--- config.mk ---
export PLATFORM = sky130hd
export DESIGN_NAME = axi_mem_slave
export DESIGN_NICKNAME = d
export VERILOG_FILES = /design/src/rtl/axi_mem_slave.sv
export SDC_FILE = /design/constraint.sdc
export NUM_CORES = 1
export LEC_CHECK = 0
export BUFFER_PORTS_ARGS = -buffer_cell sky130_fd_sc_hd__buf_2
export CAP_MARGIN = 40
export CORE_AREA = 2 2 108 110
export CTS_CLUSTER_DIAMETER = 150
export CTS_CLUSTER_SIZE = 24
export DETAILED_ROUTE_END_ITERATION = 8
export DIE_AREA = 0 0 110 112
export PLACE_DENSITY_LB_ADDON = 0.05
export SLEW_MARGIN = 5
export SYNTH_ARGS = -nofsm -noshare
export SYNTH_HDL_FRONTEND = slang
export SYNTH_SLANG_ARGS = --single-unit
--- constraint.sdc ---
create_clock -name clk -period 5.2 [get_ports clk]
set_input_delay 1.04 -clock clk [delete_from_list [all_inputs] [get_ports clk]]
set_output_delay 1.04 -clock clk [all_outputs]
set_load 0.05 [all_outputs]
--- src/rtl/axi_mem_slave.sv ---
// AXI4 slave front-end for a single-port synchronous word memory (SRAM, or ROM
// when READ_ONLY=1). Each accepted burst becomes one memory access per beat.
module axi_mem_slave #(
   parameter int unsigned ADDR_W    = 14,
   parameter int unsigned DATA_W    = 32,
   parameter int unsigned ID_W      = 8,
   parameter int unsigned LEN_W     = 4,
   parameter int unsigned READ_ONLY = 0
) (
   input  logic                  clk,
   input  logic                  rst,
   // read address channel
   input  logic [ID_W-1:0]       arid,
   input  logic [31:0]           araddr,
   input  logic [LEN_W-1:0]      arlen,
   input  logic [1:0]            arburst,
   input  logic                  arvalid,
   output logic                  arready,
   // read data channel
   output logic [ID_W-1:0]       rid,
   output logic [DATA_W-1:0]     rdata,
   output logic [1:0]            rresp,
   output logic                  rlast,
   output logic                  rvalid,
   input  logic                  rready,
   // write address channel
   input  logic [ID_W-1:0]       awid,
   input  logic [31:0]           awaddr,
   input  logic [LEN_W-1:0]      awlen,
   input  logic [1:0]            awburst,
   input  logic                  awvalid,
   output logic                  awready,
   // write data channel
   input  logic [DATA_W-1:0]     wdata,
   input  logic [DATA_W/8-1:0]   wstrb,
   input  logic                  wlast,
   input  logic                  wvalid,
   output logic                  wready,
   // write response channel
   output logic [ID_W-1:0]       bid,
   output logic [1:0]            bresp,
   output logic                  bvalid,
   input  logic                  bready,
   // memory port
   output logic                  mem_en,
   output logic [DATA_W/8-1:0]   mem_we,
   output logic [ADDR_W-1:0]     mem_addr,
   output logic [DATA_W-1:0]     mem_din,
   input  logic [DATA_W-1:0]     mem_dout
);

   localparam int unsigned STRB_W = DATA_W / 8;

   localparam logic [1:0] BURST_FIXED = 2'b00;
   localparam logic [1:0] BURST_INCR  = 2'b01;
   localparam logic [1:0] BURST_WRAP  = 2'b10;
   localparam logic [1:0] BURST_RSVD  = 2'b11;
   localparam logic [1:0] RESP_OKAY   = 2'b00;
   localparam logic [1:0] RESP_SLVERR = 2'b10;

   typedef enum logic [2:0] {
      S_IDLE,
      S_RADDR,
      S_RDATA,
      S_WDATA,
      S_WRESP
   } state_t;

   typedef enum logic {
      PRI_RD,
      PRI_WR
   } pri_t;

   state_t              r_state,  w_state_nxt;
   pri_t                r_pri,    w_pri_nxt;
   logic [ID_W-1:0]     r_id,     w_id_nxt;
   logic [ADDR_W-1:0]   r_cur,    w_cur_nxt;
   logic [LEN_W-1:0]    r_len,    w_len_nxt;
   logic [LEN_W-1:0]    r_cnt,    w_cnt_nxt;
   logic [1:0]          r_burst,  w_burst_nxt;
   logic                r_err,    w_err_nxt;

   logic [ADDR_W-1:0]   w_cur_inc;
   logic [ADDR_W-1:0]   w_cur_step;
   logic [ADDR_W-1:0]   w_wrap_mask;
   logic                w_last_beat;
   logic                w_wr_blocked;
   logic                w_unused_addr;

   // Illegal burst: reserved encoding, or WRAP whose beat count is not a power of two >= 2.
   function automatic logic f_bad_burst(input logic [1:0] burst, input logic [LEN_W-1:0] len);
      logic wrap_ok;
      wrap_ok = (len != '0) && ((len & (len + LEN_W'(1))) == '0);
      return (burst == BURST_RSVD) || ((burst == BURST_WRAP) && !wrap_ok);
   endfunction

   // Illegal bursts still walk memory, as INCR.
   function automatic logic [1:0] f_eff_burst(input logic [1:0] burst, input logic [LEN_W-1:0] len);
      return f_bad_burst(burst, len) ? BURST_INCR : burst;
   endfunction

   assign w_unused_addr = ^{araddr[31:ADDR_W+2], araddr[1:0], awaddr[31:ADDR_W+2], awaddr[1:0]};

   assign w_last_beat  = (r_cnt == r_len);
   assign w_wr_blocked = r_err || (READ_ONLY != 0);

   // Next beat address; WRAP keeps the upper bits and wraps the low log2(len+1) bits.
   always_comb begin
      w_wrap_mask = ADDR_W'(r_len);
      w_cur_inc   = r_cur + ADDR_W'(1);
      case (r_burst)
         BURST_FIXED: w_cur_step = r_cur;
         BURST_WRAP:  w_cur_step = (r_cur & ~w_wrap_mask) | (w_cur_inc & w_wrap_mask);
         default:     w_cur_step = w_cur_inc;
      endcase
   end

   always_comb begin
      w_state_nxt = r_state;
      w_pri_nxt   = r_pri;
      w_id_nxt    = r_id;
      w_cur_nxt   = r_cur;
      w_len_nxt   = r_len;
      w_cnt_nxt   = r_cnt;
      w_burst_nxt = r_burst;
      w_err_nxt   = r_err;
      arready     = 1'b0;
      awready     = 1'b0;
      rvalid      = 1'b0;
      wready      = 1'b0;
      bvalid      = 1'b0;
      mem_en      = 1'b0;
      mem_we      = '0;

      case (r_state)
         S_IDLE: begin
            arready = rst && (!awvalid || (r_pri == PRI_RD));
            awready = rst && (!arvalid || (r_pri == PRI_WR));
            if (arvalid && arready) begin
               w_id_nxt    = arid;
               w_cur_nxt   = araddr[ADDR_W+1:2];
               w_len_nxt   = arlen;
               w_burst_nxt = f_eff_burst(arburst, arlen);
               w_err_nxt   = f_bad_burst(arburst, arlen);
               w_cnt_nxt   = '0;
               w_pri_nxt   = PRI_WR;
               w_state_nxt = S_RADDR;
            end else if (awvalid && awready) begin
               w_id_nxt    = awid;
               w_cur_nxt   = awaddr[ADDR_W+1:2];
               w_len_nxt   = awlen;
               w_burst_nxt = f_eff_burst(awburst, awlen);
               w_err_nxt   = f_bad_burst(awburst, awlen) || (READ_ONLY != 0);
               w_cnt_nxt   = '0;
               w_pri_nxt   = PRI_RD;
               w_state_nxt = S_WDATA;
            end
         end

         S_RADDR: begin
            mem_en      = 1'b1;
            w_state_nxt = S_RDATA;
         end

         S_RDATA: begin
            rvalid = 1'b1;
            if (rready) begin
               if (w_last_beat) begin
                  w_state_nxt = S_IDLE;
               end else begin
                  w_cnt_nxt   = r_cnt + LEN_W'(1);
                  w_cur_nxt   = w_cur_step;
                  w_state_nxt = S_RADDR;
               end
            end
         end

         S_WDATA: begin
            wready = 1'b1;
            if (wvalid) begin
               mem_en    = 1'b1;
               mem_we    = w_wr_blocked ? STRB_W'(0) : wstrb;
               w_cnt_nxt = r_cnt + LEN_W'(1);
               w_cur_nxt = w_cur_step;
               // Burst ends on whichever of wlast / final count comes first.
               if (wlast || w_last_beat) begin
                  w_state_nxt = S_WRESP;
               end
               if (wlast != w_last_beat) begin
                  w_err_nxt = 1'b1;
               end
            end
         end

         S_WRESP: begin
            bvalid = 1'b1;
            if (bready) begin
               w_state_nxt = S_IDLE;
            end
         end

         default: begin
            w_state_nxt = S_IDLE;
         end
      endcase
   end

   always_ff @(posedge clk or negedge rst) begin
      if (!rst) begin
         r_state <= S_IDLE;
         r_pri   <= PRI_RD;
         r_id    <= '0;
         r_cur   <= '0;
         r_len   <= '0;
         r_cnt   <= '0;
         r_burst <= '0;
         r_err   <= 1'b0;
      end else begin
         r_state <= w_state_nxt;
         r_pri   <= w_pri_nxt;
         r_id    <= w_id_nxt;
         r_cur   <= w_cur_nxt;
         r_len   <= w_len_nxt;
         r_cnt   <= w_cnt_nxt;
         r_burst <= w_burst_nxt;
         r_err   <= w_err_nxt;
      end
   end

   assign rid      = r_id;
   assign rdata    = mem_dout;
   assign rlast    = (r_state == S_RDATA) && w_last_beat;
   assign rresp    = r_err ? RESP_SLVERR : RESP_OKAY;
   assign bid      = r_id;
   assign bresp    = r_err ? RESP_SLVERR : RESP_OKAY;
   assign mem_addr = r_cur;
   assign mem_din  = wdata;

endmodule

==> reports/qor.yml, run 1 <==
outcome:
  status: "finished, final reports clean"
pwr:
  cellInternalPower_mw: 1.001
  seqPwrFrac: 0.268
  ir_drop_uv: 242.2
  swShare: 0.5505
  switchingPower_mw: 1.226
  p_clk_frac: 0.136
  leakagePower_nw: 1.509
  powerDensity_nw_per_um2: 687.7
  combPwrFrac: 0.596
global_route:
  grt_max_degree: 41
  grt_pass1_vias: 2524
  grt-ovfl-total: 0
  gr-usage-all-layers: 0.1313
  antenna_found_initial: 0
  grt_pass1_wl_mm: 12.73
synth:
  synthTopCellsByCount: "buf_4, nand2_1, dfrtp_1, nor2_1, o21ai_0"
  ys_types: 47
  synth_warnings: 0
  synth_edf_count: 0
  syn_area_um2: 2968
  ys_seq_area_frac: 0.3120
  syn_area_per_cell_um2: 7.957
  synth-async-reset-ratio: 1.000
  synth-seq-cells: 37
  synth_ff_type: "dfrtp_1"
  yosys-top-cells-area: "dfrtp_1, buf_4, nand2_1"
  synth_top_cell_area_share: 0.3120
  yosysMostFrequentCell: "buf_4"
  synthCells: 373
  synth.largest_area_cell: "dfrtp_1"
drt:
  viasPerCell: 4.780
  first_pass_iters: 4
  drtIter0Drc: 72
  wl_per_cell_um: 14.64
  via_count: 2610
  drcViolationCount: 0
  routed_wirelength_mm: 7.991
  ant_nets: 0
clock_network:
  cts_tree: "built"
  cts_setup_buffers: 0
  clk_pin_slew_ns: 0.06
  cts_root_buf: "clkbuf_16"
  htreeDepth: 2
  clock_latency_ns: 0.28
  ctsResizeCount: 0
  cts_hold_buf: 0
  clk_path_buf_depth: 2
  cts_buffers: 5
  cts_sinks: 37
sta:
  fmax_mhz: 319.8
  whs_ns: 0.5351
  slew_viol_final: 0
  setup_viol: 0
  finClkSkew_ns: 0.005624
  finalSetupTns_ns: 0
  period_needed_ns: 3.127
  min_period_over_period: 0.6013
  grt_setup_unrepaired: "no"
  max_slew_margin: 0.4657
  report.final.hold_viol_count: 0
  worst_pin_slew_ns: 0.8015
setup_path:
  crit_arrival_ns: 2.09
  worstSetupStartpoint: "rst"
  start_kind: "primary input"
  required_ns: 4.16
  worstSetupEndpointType: "primary output"
  crit_type: "primary input to primary output"
  cp-endpoint: "awready"
  timing.rr.start: "r_state[1]$_DFFE_PN0P_"
  rr_worst_depth: 5
  r2r_end: "r_burst[1]$_DFFE_PN0P_"
  cp_max_fo: 5
  reg2reg_slack_ns: 2.91
placed_design:
  numPortBuffers: 110
  placed_area_um2: 3095
  detailed_place_hpwl_mm: 5.990
  dp.cells: 539
  globalplace.congestion: 0.7274
hold_path:
  hold_class: "register to register"
floorplanning:
  die_x_um: 110
  initial_utilization: 0.2656
  core_um2: 11170
  io_pins: 277
  die_area_um2: 12320
  row_count: 39
  die_h_um: 112
layout:
  final_util: 0.2898
  syn2layout_area_growth_pct: 9.106
  final_cells: 546
  diodes: 0
  nets: 574
  final_area_um2: 3238
  drive_above_1_share: 0.3275
job:
  cap_violations: 0
==> critical path, cell delays in order <==
cell,delay (ns)
buf_2,0.10
or4b_4,0.52
a21oi_1,0.15
buf_2,0.28
==> sequential cells by signal, summed over array words and instances (netlist names), named ones only <==
register  count
r_len         4
r_state       3
mem_addr     11
bid           8
r_pri         1
r_err         1
r_cnt         4
r_burst       2
==> worst min path at each step <==
| stage | start | to | cells past startpoint |
|---|---|---|---|
| after detailed placement | r_burst[1]$_DFFE_PN0P_ | r_burst[1]$_DFFE_PN0P_ | 1 |
| final | r_burst[1]$_DFFE_PN0P_ | r_burst[1]$_DFFE_PN0P_ | 1 |
| after floorplan | r_burst[1]$_DFFE_PN0P_ | r_burst[1]$_DFFE_PN0P_ | 1 |
| after global routing | r_burst[1]$_DFFE_PN0P_ | r_burst[1]$_DFFE_PN0P_ | 1 |
| after CTS | r_burst[1]$_DFFE_PN0P_ | r_burst[1]$_DFFE_PN0P_ | 1 |
| after global placement | r_burst[1]$_DFFE_PN0P_ | r_burst[1]$_DFFE_PN0P_ | 1 |
==> through the flow <==
step	setup slack, ns	total power, mW
6_report	2.073	2.227
5_1_grt	1.829	2.397
4_1_cts	1.982	2.264
3_5_place_dp	1.688	1.948
3_3_place_gp	1.703	1.949
2_1_floorplan	1.842	1.796
==> power by group through the flow <==
stage	logic [mW]	clock network [mW]	registers, mW
finish	1.33	0.303	0.596
global placement	1.35	0	0.603
global route	1.45	0.324	0.625
detailed placement	1.35	0	0.603
floorplan	0.971	0	0.824
CTS	1.35	0.318	0.599
==> cell type report <==
cell class | count | area [um^2]
clock buffer | 7 | 142.6
tap | 143 | 178.9
multi-input combinational | 236 | 1369
sequential | 37 | 925.9
timing repair buffer | 116 | 595.6
fill | 1237 | 7936
inverter | 7 | 26.28
==> layout by cell type, fill, tap and decap left out, drive strengths merged, types with 3 or more instances in the layout <==
cell and count:
nand4 3, clkbuf 7, and3 3, dfrtp 37
xnor2 5, a31oi 20, mux2i 9, nor3 8
inv 7, nand2 51, nand2b 3, o22a 5
mux2 3, o21ai 30, o221ai 3, a21oi 5
a22oi 3, nor2 37, o32a 6, nand3 8
ha 3, buf 116, and2 5
==> logic make-up (layout without fill, tap and decap cells) <==
kind of cell | Yosys count | count (layout) | synth area share
adders and majority gates | 3 | 3 | 0.01265
buffers and inverters | 101 | 130 | 0.2289
muxes | 12 | 12 | 0.04174
other | 1 | 2 | 0.001264
xor gates and xnor gates | 6 | 6 | 0.01771
and+or+nand+nor | 127 | 127 | 0.1901
DFF | 37 | 37 | 0.3120
AOI/OAI and AO/OA | 86 | 86 | 0.1956
==> metal layers <==
metal  vias up  share of wire  track usage
li1       1278              -            -
met1      1210           0.45       0.1712
met2       110           0.47       0.2090
met3        12          0.076      0.04040
met4         0         0.0094      0.03544
met5         -              0            0
Note: power is estimated with default switching activity, not from simulation.
==> run 2, diff against run 1 <==
Settings changed: ABC_AREA set to 1.
Clock period 5.2 ns to 3.23 ns, I/O delays scaled along.
==> run 2 against run 1 <==
Routed wire length increased by 22%. Clock power grew 98%. Register-to-register slack got worse by 1.9 ns. Die area unchanged. Clock-buffer cell count shrank 1. Synthesized cell count rose by 25%. Critical path depth rose by 1. First-iteration DRC count grew 78%. Non-clock buffer count fell by 3. Sequential share of layout area down 1.9 points. Combinational power is 88% higher. Clock skew down 0.0018 ns. Critical path type is now register to primary output. Largest power group unchanged.
==> reports/qor.yml, run 2 <==
clock_network:
  cts_buffers: 5
  cts_tree: "built"
  ctsResizeCount: 0
  cts_sinks: 37
  cts_setup_buffers: 0
  clock_latency_ns: 0.29
  htreeDepth: 2
  clk_path_buf_depth: 2
  clk_pin_slew_ns: 0.06
  cts_hold_buf: 0
  cts_root_buf: "clkbuf_16"
placed_design:
  dp_slack_ns: 0.6397
  dp.cells: 638
  numPortBuffers: 110
  placed_area_um2: 3288
  detailed_place_hpwl_mm: 7.347
  globalplace.congestion: 0.8317
synth:
  synth_warnings: 0
  synthCells: 468
  ys_seq_area_frac: 0.2925
  ys_types: 31
  synth-seq-cells: 37
  synth_ff_type: "dfrtp_1"
  synth-async-reset-ratio: 1.000
  syn_area_um2: 3166
  yosys-top-cells-area: "dfrtp_1, buf_4, nand2_1"
  synth_top_cell_area_share: 0.2925
  syn_area_per_cell_um2: 6.764
  synthTopCellsByCount: "nand2_1, buf_4, o21ai_0"
  synth_edf_count: 0
  synth.largest_area_cell: "dfrtp_1"
  yosysMostFrequentCell: "nand2_1"
outcome:
  status: "finished, final reports clean"
floorplanning:
  core_um2: 11170
  die_x_um: 110
  die_area_um2: 12320
  io_pins: 277
  die_h_um: 112
  row_count: 39
  initial_utilization: 0.2833
sta:
  grt_setup_unrepaired: "no"
  setup_viol: 0
  fmax_mhz: 421.1
  worst_pin_slew_ns: 0.5932
  max_slew_margin: 0.6040
  whs_ns: 0.2542
  finClkSkew_ns: 0.003840
  slew_viol_final: 0
  fin_ws_ns: 0.8553
  min_period_over_period: 0.7352
  finalSetupTns_ns: 0
  report.final.hold_viol_count: 0
  period_needed_ns: 2.375
layout:
  fillerInstances: 1278
  register_area_um2: 925.9
  drive_above_1_share: 0.2744
  final_cell_mix: "buf_2, nand2_1, o21ai_0"
  syn2layout_area_growth_pct: 9.447
  final_area_um2: 3465
  final_cells: 646
  nets: 673
  multi_input_area_um2: 1426
  diodes: 0
  final_common_cell: "buf_2"
  final_util: 0.3100
  largest_register_ffs: 11
setup_path:
  reg2reg_slack_ns: 1.03
  r2r_end: "r_burst[0]$_DFFE_PN0P_"
  start_kind: "register"
  cp-endpoint: "mem_we[1]"
  crit_type: "register to primary output"
  crit_arrival_ns: 1.73
  cp_max_fo: 8
  worstSetupStartpoint: "r_state[1]$_DFFE_PN0P_"
  rr_worst_depth: 8
  worstSetupEndpointType: "primary output"
  timing.rr.start: "r_state[0]$_DFFE_PN0P_"
  required_ns: 2.58
hold_path:
  hold_class: "primary input to asynchronous set/reset pin"
drt:
  first_pass_iters: 4
  ant_nets: 0
  drcViolationCount: 0
  routed_wirelength_mm: 9.744
  viasPerCell: 4.706
  via_count: 3040
  drtIter0Drc: 128
  wl_per_cell_um: 15.08
global_route:
  grt-ovfl-total: 0
  gr-usage-all-layers: 0.1591
  antenna_found_initial: 0
  grt_pass1_vias: 2938
  grt_pass1_wl_mm: 15.23
  grt_max_degree: 34
pwr:
  powerDensity_nw_per_um2: 1157
  p_total_mw: 4.008
  ir_drop_uv: 369.0
  leakagePower_nw: 1.820
job:
  cap_violations: 0
==> run 2: cell count changes after synthesis, moves of 6 or more <==
cell      delta
clkbuf_1    -11
nand2_1     +49
o21ai_0     +34
nand3_1     +18
o22ai_1      +6
mux2i_1      -9
o32a_1       -6
inv_1       +37
a31oi_1     -20
nor2_1       +6
==> run 2: logic make-up (layout without fill, tap and decap cells) <==
group | count (synthesis) | in the layout | share of synthesized area
other cells | 1 | 2 | 0.001185
simple gates | 194 | 194 | 0.2660
xor+xnor | 2 | 2 | 0.005535
flops | 37 | 37 | 0.2925
compound gates | 95 | 95 | 0.1648
fa+ha+maj | 3 | 3 | 0.01186
buf+inv | 136 | 170 | 0.2581
==> run 2: where the power goes <==
| part | switching [mW] | internal (mW) | total (mW) |
|---|---|---|---|
| logic | 1.84 | 0.653 | 2.50 |
| clock network | 0.213 | 0.386 | 0.599 |
| registers | 0.226 | 0.687 | 0.913 |
==> run 2: worst min-delay path by stage <==
| stage | startpoint | to | slack, ns | depth (start not counted) |
|---|---|---|---|---|
| CTS | rst | r_pri$_DFFE_PN0P_ | 0.26 | 1 |
| global placement | bid[2]$_DFFE_PN0P_ | bid[2]$_DFFE_PN0P_ | 0.50 | 2 |
| global route | rst | r_pri$_DFFE_PN0P_ | 0.26 | 1 |
| finish | rst | r_pri$_DFFE_PN0P_ | 0.25 | 1 |
| detailed placement | bid[5]$_DFFE_PN0P_ | bid[5]$_DFFE_PN0P_ | 0.50 | 2 |
| floorplan | rst | asynchronous set/reset pin | 0.35 | 0 |
==> run 2: metal layers <==
layer  track usage  up-vias  wire length [um]
li1              -     1502                 -
met1        0.2019     1391              4249
met2        0.2667      115              4592
met3       0.02635       32               708
met4       0.06076        0               194
met5             0        -                 0
==> run 2: area by class of cell <==
| class | count | area share |
|---|---|---|
| Sequential cell | 37 | 0.2672 |
| Inverter | 49 | 0.05309 |
| Clock buffer | 6 | 0.04009 |
| Multi-Input combinational cell | 296 | 0.4117 |
| Timing Repair Buffer | 113 | 0.1654 |
| Clock inverter | 2 | 0.01083 |
| Tap cell | 143 | 0.05164 |
==> run 2: worst max-delay path: stages (launching register included) <==
cell	delay (ns)
dfrtp_1	0.50
nand3_1	0.28
inv_1	0.22
nand2_1	0.08
nor2_1	0.09
buf_2	0.27
